===== src/rtl/fifo_mux_2_slot.sv =====
// stream_slot: one-entry valid/ready buffer. A full slot accepts a new word
// in the same cycle it is popped, which keeps streaming at full rate.
module stream_slot #(
    parameter int unsigned W = 32
) (
    input  logic         clk,
    input  logic         rst,
    input  logic [W-1:0] in_data,
    input  logic         in_valid,
    output logic         in_ready,
    input  logic         pop,
    output logic         full,
    output logic [W-1:0] data
);

    typedef enum logic {EMPTY, FULL} slot_state_t;

    slot_state_t state, state_nxt;
    logic        push;

    always_comb begin
        state_nxt = state;
        in_ready  = (state == EMPTY) || pop;
        push      = in_valid && in_ready;
        case (state)
            EMPTY: if (push) state_nxt = FULL;
            FULL:  if (pop && !push) state_nxt = EMPTY;
            default: state_nxt = EMPTY;
        endcase
    end

    always_ff @(posedge clk or negedge rst) begin
        if (!rst) begin
            state <= EMPTY;
            data  <= '0;
        end else begin
            state <= state_nxt;
            if (push) data <= in_data;
        end
    end

    assign full = (state == FULL);

endmodule


===== src/rtl/fifo_mux_2.sv =====
// fifo_mux_2: routes one word from buffered stream A or B to result per
// buffered select token; tokens complete strictly in order.
module fifo_mux_2 #(
    parameter int unsigned WIDTH = 32
) (
    input  logic             clk,
    input  logic             rst,
    input  logic [WIDTH-1:0] a,
    input  logic             a_valid,
    output logic             a_ready,
    input  logic [WIDTH-1:0] b,
    input  logic             b_valid,
    output logic             b_ready,
    input  logic             select,
    input  logic             select_valid,
    output logic             select_ready,
    output logic [WIDTH-1:0] result,
    output logic             result_valid,
    input  logic             result_ready
);

    logic             a_full, b_full, sel_full;
    logic [WIDTH-1:0] a_data, b_data;
    logic [0:0]       sel_data;
    logic             sel_q;
    logic             pop, pop_a, pop_b;

    stream_slot #(.W(WIDTH)) buf_a (
        .clk(clk), .rst(rst), .in_data(a), .in_valid(a_valid), .in_ready(a_ready),
        .pop(pop_a), .full(a_full), .data(a_data)
    );

    stream_slot #(.W(WIDTH)) buf_b (
        .clk(clk), .rst(rst), .in_data(b), .in_valid(b_valid), .in_ready(b_ready),
        .pop(pop_b), .full(b_full), .data(b_data)
    );

    stream_slot #(.W(1)) buf_sel (
        .clk(clk), .rst(rst), .in_data(select), .in_valid(select_valid),
        .in_ready(select_ready), .pop(pop), .full(sel_full), .data(sel_data)
    );

    assign sel_q = sel_data[0];

    // A stalled token blocks the select slot until its data buffer fills.
    always_comb begin
        result_valid = sel_full && (sel_q ? b_full : a_full);
        result       = '0;
        if (result_valid) result = sel_q ? b_data : a_data;
        pop   = result_valid && result_ready;
        pop_a = pop && !sel_q;
        pop_b = pop && sel_q;
    end

endmodule


===== config.mk =====
export PLATFORM = sky130hd
export DESIGN_NAME = fifo_mux_2
export DESIGN_NICKNAME = d
export VERILOG_FILES = /design/src/rtl/fifo_mux_2_slot.sv /design/src/rtl/fifo_mux_2.sv
export SDC_FILE = /design/constraint.sdc
export NUM_CORES = 1
export LEC_CHECK = 0
export BUFFER_PORTS_ARGS = -buffer_cell sky130_fd_sc_hd__buf_4
export CAP_MARGIN = 20
export CORE_MARGIN = 2
export CORE_UTILIZATION = 40
export CTS_CLUSTER_DIAMETER = 60
export CTS_CLUSTER_SIZE = 14
export DETAILED_ROUTE_END_ITERATION = 8
export PLACE_DENSITY = 0.69
export SETUP_SLACK_MARGIN = 0.02
export SYNTH_ARGS = -nofsm -noshare
export SYNTH_HDL_FRONTEND = slang
export SYNTH_SLANG_ARGS = --single-unit

===== constraint.sdc =====
create_clock -name clk -period 1.5 [get_ports clk]
set_input_delay 0.15 -clock clk [delete_from_list [all_inputs] [get_ports clk]]
set_output_delay 0.15 -clock clk [all_outputs]
set_load 0.01 [all_outputs]

**Word level (Yosys, flattened, before mapping)**

Index checks and enable logic that the tools add are counted.

- Register bits: 68
- Bits of input ports: 71
- Output and inout port bits: 36

- Muxes and demuxes: 12
- Bitwise gates (word level): 3
- Reductions and logical operators: 17

Operators by type and width:

| kind | count |
|---|---|
| 32-bit 2-to-1 mux | 2 |
| 1-bit logical AND | 10 |
| 1-bit 2-to-1 mux | 7 |
| 1-bit case mux with 2 select lines | 3 |
| 1-bit logical NOT | 4 |
| 1-bit logical OR | 3 |
| 1-bit NOT | 3 |

**Longest topological paths before layout**

Gate-level depths: netlist of the first run.

- Depth in word-level cells: 10
- Gate-level depth with buffers: 6

**Cells and area by module**

A second synthesis of the first run with hierarchy kept.

- Cells, all modules: 265
- Area, all modules: 3611.0 um^2

Modules (own cells, without submodules):

| module | instances | cells each | area an instance (um^2) | seq. area each (um^2) |
|---|---|---|---|---|
| stream_slot (buf_a ...) | 2 | 71 | 1391.3 | 825.8 |
| fifo_mux_2 | 1 | 117 | 735.7 | 0.0 |
| stream_slot (buf_sel) | 1 | 6 | 92.6 | 50.0 |

**Worst setup path after synthesis of the first run**

No wires, ideal clock.

- Kind: register to register
- Start: register buf_sel.data
- End: register buf_a.data[0]
- Data arrival time: 1.362 ns
- Required time: 1.375 ns
- Slack: 0.013 ns
- Stages on the path, launching flop included: 6
- Buffers on the path: 2
- Period minus slack after synthesis: 1.487 ns
- Cell sequence: dfrtp_1 > buf_6 > nand3b_4 > a21boi_4 > buf_6 > mux2_2

- Longest elaborated chain between the ends: 6
- Elaborated cells between the ends (all ways): 7
- Those cells by class: mux: 1; reduce/logical: 6

Ends and longest elaborated chain:

| item | RTL line | source |
|---|---|---|
| start: declaration | fifo_mux_2_slot.sv:13 | `output logic [W-1:0] data` |
| start signal: assignment | fifo_mux_2_slot.sv:38 | `if (push) data <= in_data;` |
| 1-bit 2-to-1 mux | fifo_mux_2.sv:47 | `result_valid = sel_full && (sel_q ? b_full : a_full);` |
| 1-bit logical AND | fifo_mux_2.sv:47 |  |
| 1-bit logical AND | fifo_mux_2.sv:50 | `pop = result_valid && result_ready;` |
| 1-bit logical AND * | fifo_mux_2.sv:51 | `pop_a = pop && !sel_q;` |
| 1-bit logical OR * | fifo_mux_2_slot.sv:23 | `in_ready = (state == EMPTY) \|\| pop;` |
| 1-bit logical AND * | fifo_mux_2_slot.sv:24 | `push = in_valid && in_ready;` |
| end signal: assignment | fifo_mux_2_slot.sv:38 |  |
| end: declaration | fifo_mux_2_slot.sv:13 |  |

Every way passes the cells marked *; elsewhere a longest branch is shown, timed or not.
A chain may end at the register's enable or synchronous reset.

**Final worst setup path of the first run**

- Start: register buf_sel.data
- End: output result[12]

- Longest elaborated chain between the ends: 3
- Elaborated cells between the ends (all ways): 4
- Those cells by class: mux: 3; reduce/logical: 1

Ends and longest elaborated chain:

| item | RTL line | source |
|---|---|---|
| 1-bit 2-to-1 mux | fifo_mux_2.sv:47 |  |
| 1-bit logical AND | fifo_mux_2.sv:47 |  |
| 32-bit 2-to-1 mux * | fifo_mux_2.sv:49 | `if (result_valid) result = sel_q ? b_data : a_data;` |
| end: declaration | fifo_mux_2.sv:17 | `output logic [WIDTH-1:0] result,` |

Marks and branches as above.

==> results of run 1 <==
==> per-stage QoR <==
step	area, µm²	utilization	std cells	hold slack, ns	TNS, ns
after global placement	4090	0.535	437	0.116	0
final	4740	0.620	466	0.0315	-12.23
after detailed placement	4090	0.535	437	0.120	0
after floorplan	3140	-	229	-0.146	0
after global routing	4740	0.620	466	0.0154	-17.97
after CTS	4490	0.587	456	0.0152	-9.07
==> power by group through the flow <==
stage	registers, µW	clock network (µW)	logic, µW
finish	2840	1640	2630
global route	2920	1770	2830
CTS	2830	1690	2480
detailed placement	2860	0	2220
global placement	2840	0	2180
floorplan	2750	0	1390
==> cell type report <==
class | count | area share
sequential | 68 | 0.359
multi-input combinational | 145 | 0.308
timing repair buffer | 133 | 0.259
clock buffer | 10 | 0.0269
tap | 102 | 0.0269
clock inverter | 6 | 0.0187
inverter | 2 | 0.00158
==> cells by family after synthesis <==
kind of cell / Yosys count / share of synthesized area
simple gates: 41 / 0.0595
mux: 97 / 0.335
compound gates: 7 / 0.0243
flops: 68 / 0.543
buf+inv: 16 / 0.0383
==> cells in the final DEF (no fill, tap or decap), types with 2 or more instances in the layout <==
master,instances
a21boi_0,2
a21boi_4,2
buf_12,7
buf_4,111
buf_6,4
buf_8,5
bufinv_16,2
clkbuf_16,5
clkbuf_8,9
clkinvlp_4,2
dfrtp_1,66
dfrtp_2,2
inv_1,2
mux2_1,2
mux2_2,33
mux2_4,29
mux2i_1,32
nand2_1,2
nand2b_1,3
nor2_1,26
nor2_2,6
==> metal layers <==
metal | wire length (µm) | vias up | global-route usage
met2 | 3830 | 68 | 0.264
met3 | 421 | 5 | 0.0480
li1 | - | 1053 | -
met1 | 3440 | 1126 | 0.231
met4 | 63 | 0 | 0.0535
met5 | 0 | - | 0
==> repair_timing <==
item / in CTS / in global routing
setup buffers: 2 / 3
setup endpoints to repair: 42 / 99
endpoints found under the hold margin: 29 / 0
pin swaps: 2 / 2
gates resized for setup: 42 / 16
hold buffers: 1 / 0
gates cloned: 0 / 7
==> worst min-delay path by stage <==
stage | end | slack, ns
3_3_place_gp | buf_b.data[29] | 0.12
4_1_cts | buf_sel.full | 0.02
3_5_place_dp | buf_b.data[29] | 0.12
2_1_floorplan | buf_a.data[0] | -0.15
5_1_grt | buf_b.data[29] | 0.02
6_report | buf_sel.full | 0.03
==> state kept, by name, summed over array words and instances, names as in the netlist <==
name          cells
buf_b.data       32
buf_a.full        1
buf_a.data       32
buf_sel.data      1
buf_sel.full      1
buf_b.full        1
==> critical path: cells and delay by family, from the launching register on <==
family | cells | cell delay, ns
AND/OR/NAND/NOR | 2 | 0.33
multiplexers | 1 | 0.16
buffers and inverters | 2 | 0.29
flip-flops | 1 | 0.44
==> flow_summary_export.csv, run 1 <==
group,metric,value,unit
outcome,status,"complete, but fails checks",
outcome,violations,"negative setup slack",
setup_path,cp.required,1.35,ns
setup_path,critPathMaxFanout,9,
sta,finalCriticalPeriod,1.70,ns
setup_path,max_stage_delay,0.44,ns
min_path,whs_path_depth,2,
min_path,hp-class,"in2reg",
power_and_ir_drop,switching_share,0.287,
layout,post_route_cells_drive_above_1_share,0.618,
min_path,hp-start,"select_valid",
global_routing,grt_use_total,0.170,
layout,multi_input_area,0.00146,mm²
synthesis,syn-cell-area,0.00314,mm²
route,wl_per_cell,16.6,µm
setup_path,critPathKind,"reg2out",
setup_path,r2r_setup_slack,-0.16,ns
synthesis,yosysSeqAreaShare,0.543,
placed_design,gp_congestion,0.758,
die,coreArea,0.00765,mm²
power_and_ir_drop,leakage,0.00224,µW
die,io_pins,107,
clock_tree,cts_tree,"built",
global_routing,grt_pass1_vias,2305,
sta,period_share,1.13,
setup_path,r2r_cells,6,
setup_path,crit_path_start,"buf_sel.data",
die,die-area,0.00856,mm²
synthesis,synthDistinctLibCells,18,
sta,slew_headroom,0.720,
synthesis,syn_inst,229,
synthesis,synth_top_area_share,0.543,
sta,setup_viol,93,
layout,seq_area,0.00170,mm²
layout,nets,430,
clock_tree,cts_max_level,3,
setup_path,cp.arrival,1.55,ns
synthesis,ys.warnings.count,0,
sta,fin_ws,-0.198,ns
global_routing,grt_max_degree,32,
route,ant_nets,0,
clock_tree,cts_buffers,9,
clock_tree,cts_root_buf,"clkbuf_8",
synthesis,synthTopCellsByCount,"68 x dfrtp_1, 60 x mux2_2, 33 x mux2i_1, 32 x nor2_1, 7 x buf_6",
setup_path,timing.rr.start,"buf_sel.data",
synthesis,post-synth-top-area-cell,"dfrtp_1",
global_routing,grt_pass1_wl,11300,µm
setup_path,end_kind,"output port",
layout,antenna_cells,0,
route,dr_total_vias,2252,
clock_tree,clk_pin_slew,0.07,ns
synthesis,synth-seq-cells,68,
sta,max_freq,0.589,GHz
route,firstDrtPassIters,4,
layout,syn2layout_area_growth,51.3,%
sta,drv_slew,0,
setup_path,startpoint_type,"flip-flop",
route,vias_per_cell,4.83,
synthesis,synth_edf_count,0,
clock_tree,clk_latency,0.33,ns
placed_design,portBuffers,106,
power_and_ir_drop,power.density,1500,mW/mm²
route,initialDrtViolationCount,63,
sta,worstMarginPinSlew,0.420,ns
synthesis,synth_flop_cell,"dfrtp_1",
synthesis,syn_avg_cell_area,13.7,µm²
power_and_ir_drop,p_int,5070,µW
power_and_ir_drop,p_switching,2040,µW
route,routed_wl,7760,µm
power_and_ir_drop,pwr-share-comb,0.370,
setup_path,crit_chain,"mux2i_2 -> nand2b_4 -> buf_8 -> nor2_2 -> buf_4",
synthesis,yosys-top-cells-area,"dfrtp_1 54%, mux2_2 22%, mux2i_1 11%",
die,row_count,32,
synthesis,syn-num-nets,300,
route,drc,0,
synthesis,async_reset_ff_frac,1.00,
placed_design,dp_slack,0.00849,ns
global_routing,gr-total-overflow,0,
sta,finClkSkew,0.00490,ns
layout,fillCellCount,613,
setup_path,crit_end,"result[12]",
setup_path,critical-path-slowest-cell,"dfrtp_2",
synthesis,synth.most_common_cell,"dfrtp_1",
power_and_ir_drop,power.total,7110,µW
placed_design,hpwl,5040,µm
die,die_y,92.5,µm
sta,rsz0062_at_grt,"true",
clock_tree,clkSinkCount,68,
die,die_width,92.5,µm
clock_tree,cts_buffer_depth,2,
power_and_ir_drop,clockPowerShare,0.230,
global_routing,antenna_found_initial,0,
sta,hold_viol,0,
die,start_util,0.410,
run,maxCapViolCount,0,
setup_path,worstReg2RegEnd,"buf_a.data[19]",
power_and_ir_drop,vdd_drop_max,0.697,mV
power_and_ir_drop,pwr-share-seq,0.400,
Note: power is estimated with default switching activity, not from simulation.
==> run 2: changes to the inputs <==
Settings changed: CORE_UTILIZATION 40 to 30, PLACE_DENSITY 0.69 to not set.
==> flow_summary_export.csv, run 2 (synthesis gave the netlist of run 1 again) <==
group,metric,value,unit
layout,nets,432,
power_and_ir_drop,leakage,0.00216,µW
layout,multi_input_area,0.00137,mm²
layout,post_route_cells_drive_above_1_share,0.616,
min_path,whs_path_depth,2,
setup_path,startpoint_type,"flip-flop",
sta,worstMarginPinSlew,0.346,ns
sta,fin_tns_setup,-15.75,ns
route,routed_wl,8150,µm
global_routing,grt_use_total,0.145,
min_path,hp-class,"in2reg",
route,initialDrtViolationCount,52,
route,firstDrtPassIters,4,
route,drc,0,
global_routing,gr-total-overflow,0,
clock_tree,cts_buffers,9,
placed_design,gp_congestion,0.748,
outcome,violations,"negative setup slack",
setup_path,critPathMaxFanout,8,
setup_path,crit_chain,"buf_4 -> nand3b_4 -> a21boi_4 -> buf_12 -> clkbuf_16 -> mux2_2",
global_routing,antenna_found_initial,0,
global_routing,grt_pass1_wl,12200,µm
route,vias_per_cell,4.49,
sta,rsz0062_at_grt,"true",
sta,hold_viol,0,
clock_tree,clkSinkCount,68,
layout,final_cell_mix,"112 x buf_4, 66 x dfrtp_1, 56 x mux2_2",
clock_tree,cts_root_buf,"clkbuf_8",
setup_path,critPathKind,"reg2reg",
die,start_util,0.306,
global_routing,grt_pass1_vias,2274,
clock_tree,cts_max_level,3,
die,row_count,37,
setup_path,end_kind,"flip-flop",
placed_design,dp_slack,0.00912,ns
route,dr_total_vias,2247,
sta,fin_ws,-0.216,ns
clock_tree,cts_buffer_depth,2,
sta,period_share,1.14,
clock_tree,clk_latency,0.34,ns
sta,finClkSkew,0.00822,ns
layout,seq_area,0.00170,mm²
clock_tree,cts_tree,"built",
setup_path,max_stage_delay,0.45,ns
setup_path,cp.required,1.73,ns
layout,fillCellCount,956,
layout,top_regs,"buf_a.data x32, buf_b.data x32",
sta,max_freq,0.583,GHz
die,coreArea,0.0102,mm²
die,die-area,0.0113,mm²
clock_tree,clk_pin_slew,0.08,ns
layout,antenna_cells,0,
placed_design,hpwl,5250,µm
placed_design,portBuffers,106,
sta,finalCriticalPeriod,1.72,ns
power_and_ir_drop,power.total,6630,µW
layout,layout_commonest_cell,"buf_4",
setup_path,critical-path-slowest-cell,"dfrtp_2",
die,io_pins,107,
sta,setup_viol,99,
layout,syn2layout_area_growth,50.0,%
setup_path,cp.arrival,1.95,ns
run,maxCapViolCount,0,
power_and_ir_drop,vdd_drop_max,0.530,mV
route,wl_per_cell,16.3,µm
sta,slew_headroom,0.767,
global_routing,grt_max_degree,33,
outcome,status,"complete, but fails checks",
route,ant_nets,0,
sta,drv_slew,0,
die,die_y,106,µm
die,die_width,106,µm
power_and_ir_drop,power.density,1410,mW/mm²
setup_path,r2r_cells,6,
## run 2: changes by cell type in the layout (fill, tap and decap cells not counted), sizes merged
cell	delta
bufbuf	+3
bufinv	-2
clkbuf	-2
clkinv	+1
dlygate4sd3	+1
## run 2: worst max-delay path: cells and delay by family, from the launching register on
family | cells | cell delay (ns)
AND/OR/NAND/NOR | 1 | 0.17
flip-flops | 1 | 0.45
multiplexers | 1 | 0.33
AO/OA/AOI/OAI | 1 | 0.18
buffers and inverters | 3 | 0.47
## run 2: worst paths after layout
| path | end | startpoint | slack (ns) |
|---|---|---|---|
| max reg2reg | buf_a.data[9] | buf_sel.data | -0.22 |
| min | buf_b.full | b_valid | 0.02 |
| max | buf_a.data[9] | buf_sel.data | -0.22 |
| min in group asynchronous | buf_sel.full | rst | 0.23 |
| min reg2reg | buf_b.data[20] | buf_b.data[20] | 0.49 |
| max in group asynchronous | buf_b.data[17] | rst | 0.72 |
## run 2: timing repair
| action | CTS | global route |
|---|---|---|
| pin swaps | 1 | 1 |
| endpoints found under the hold margin | 51 | 0 |
| gates cloned | 4 | 3 |
| hold buffers | 2 | 0 |
| buffers inserted | 7 | 1 |
| gates resized for setup | 20 | 6 |
| setup endpoints to repair | 69 | 99 |
## run 2: power breakdown
| group | leakage, µW | internal [µW] | switching, µW |
|---|---|---|---|
| clock network | 0.0000779 | 582 | 707 |
| registers | 0.000790 | 2490 | 342 |
| logic | 0.00130 | 1530 | 974 |
| total | 0.00216 | 4600 | 2020 |
## run 2: per-stage QoR
step / hold WS [ns] / instance area (µm²) / utilization / instances
after CTS: 0.00176 / 4590 / 0.449 / 497
after global routing: 0.000250 / 4700 / 0.460 / 501
after detailed placement: 0.0571 / 4160 / 0.406 / 469
after floorplan: -0.146 / 3140 / - / 229
final: 0.0216 / 4700 / 0.460 / 501
after global placement: 0.0591 / 4160 / 0.406 / 469
## run 2: area by class of cell
| cell class | instances | area share |
|---|---|---|
| Clock buffer | 10 | 0.0271 |
| Clock inverter | 5 | 0.00638 |
| Inverter | 2 | 0.00160 |
| Multi-Input combinational cell | 145 | 0.292 |
| Sequential cell | 68 | 0.362 |
| Tap cell | 136 | 0.0362 |
| Timing Repair Buffer | 135 | 0.275 |
## run 2: metal layers
layer / share of wire / vias to the layer above / wire, µm / GRT usage
met1: 0.47 / 1098 / 3820 / 0.194
met2: 0.45 / 71 / 3700 / 0.221
met3: 0.063 / 12 / 511 / 0.0448
met5: 0 / - / 0 / 0
met4: 0.014 / 0 / 114 / 0.0536
li1: - / 1066 / - / -
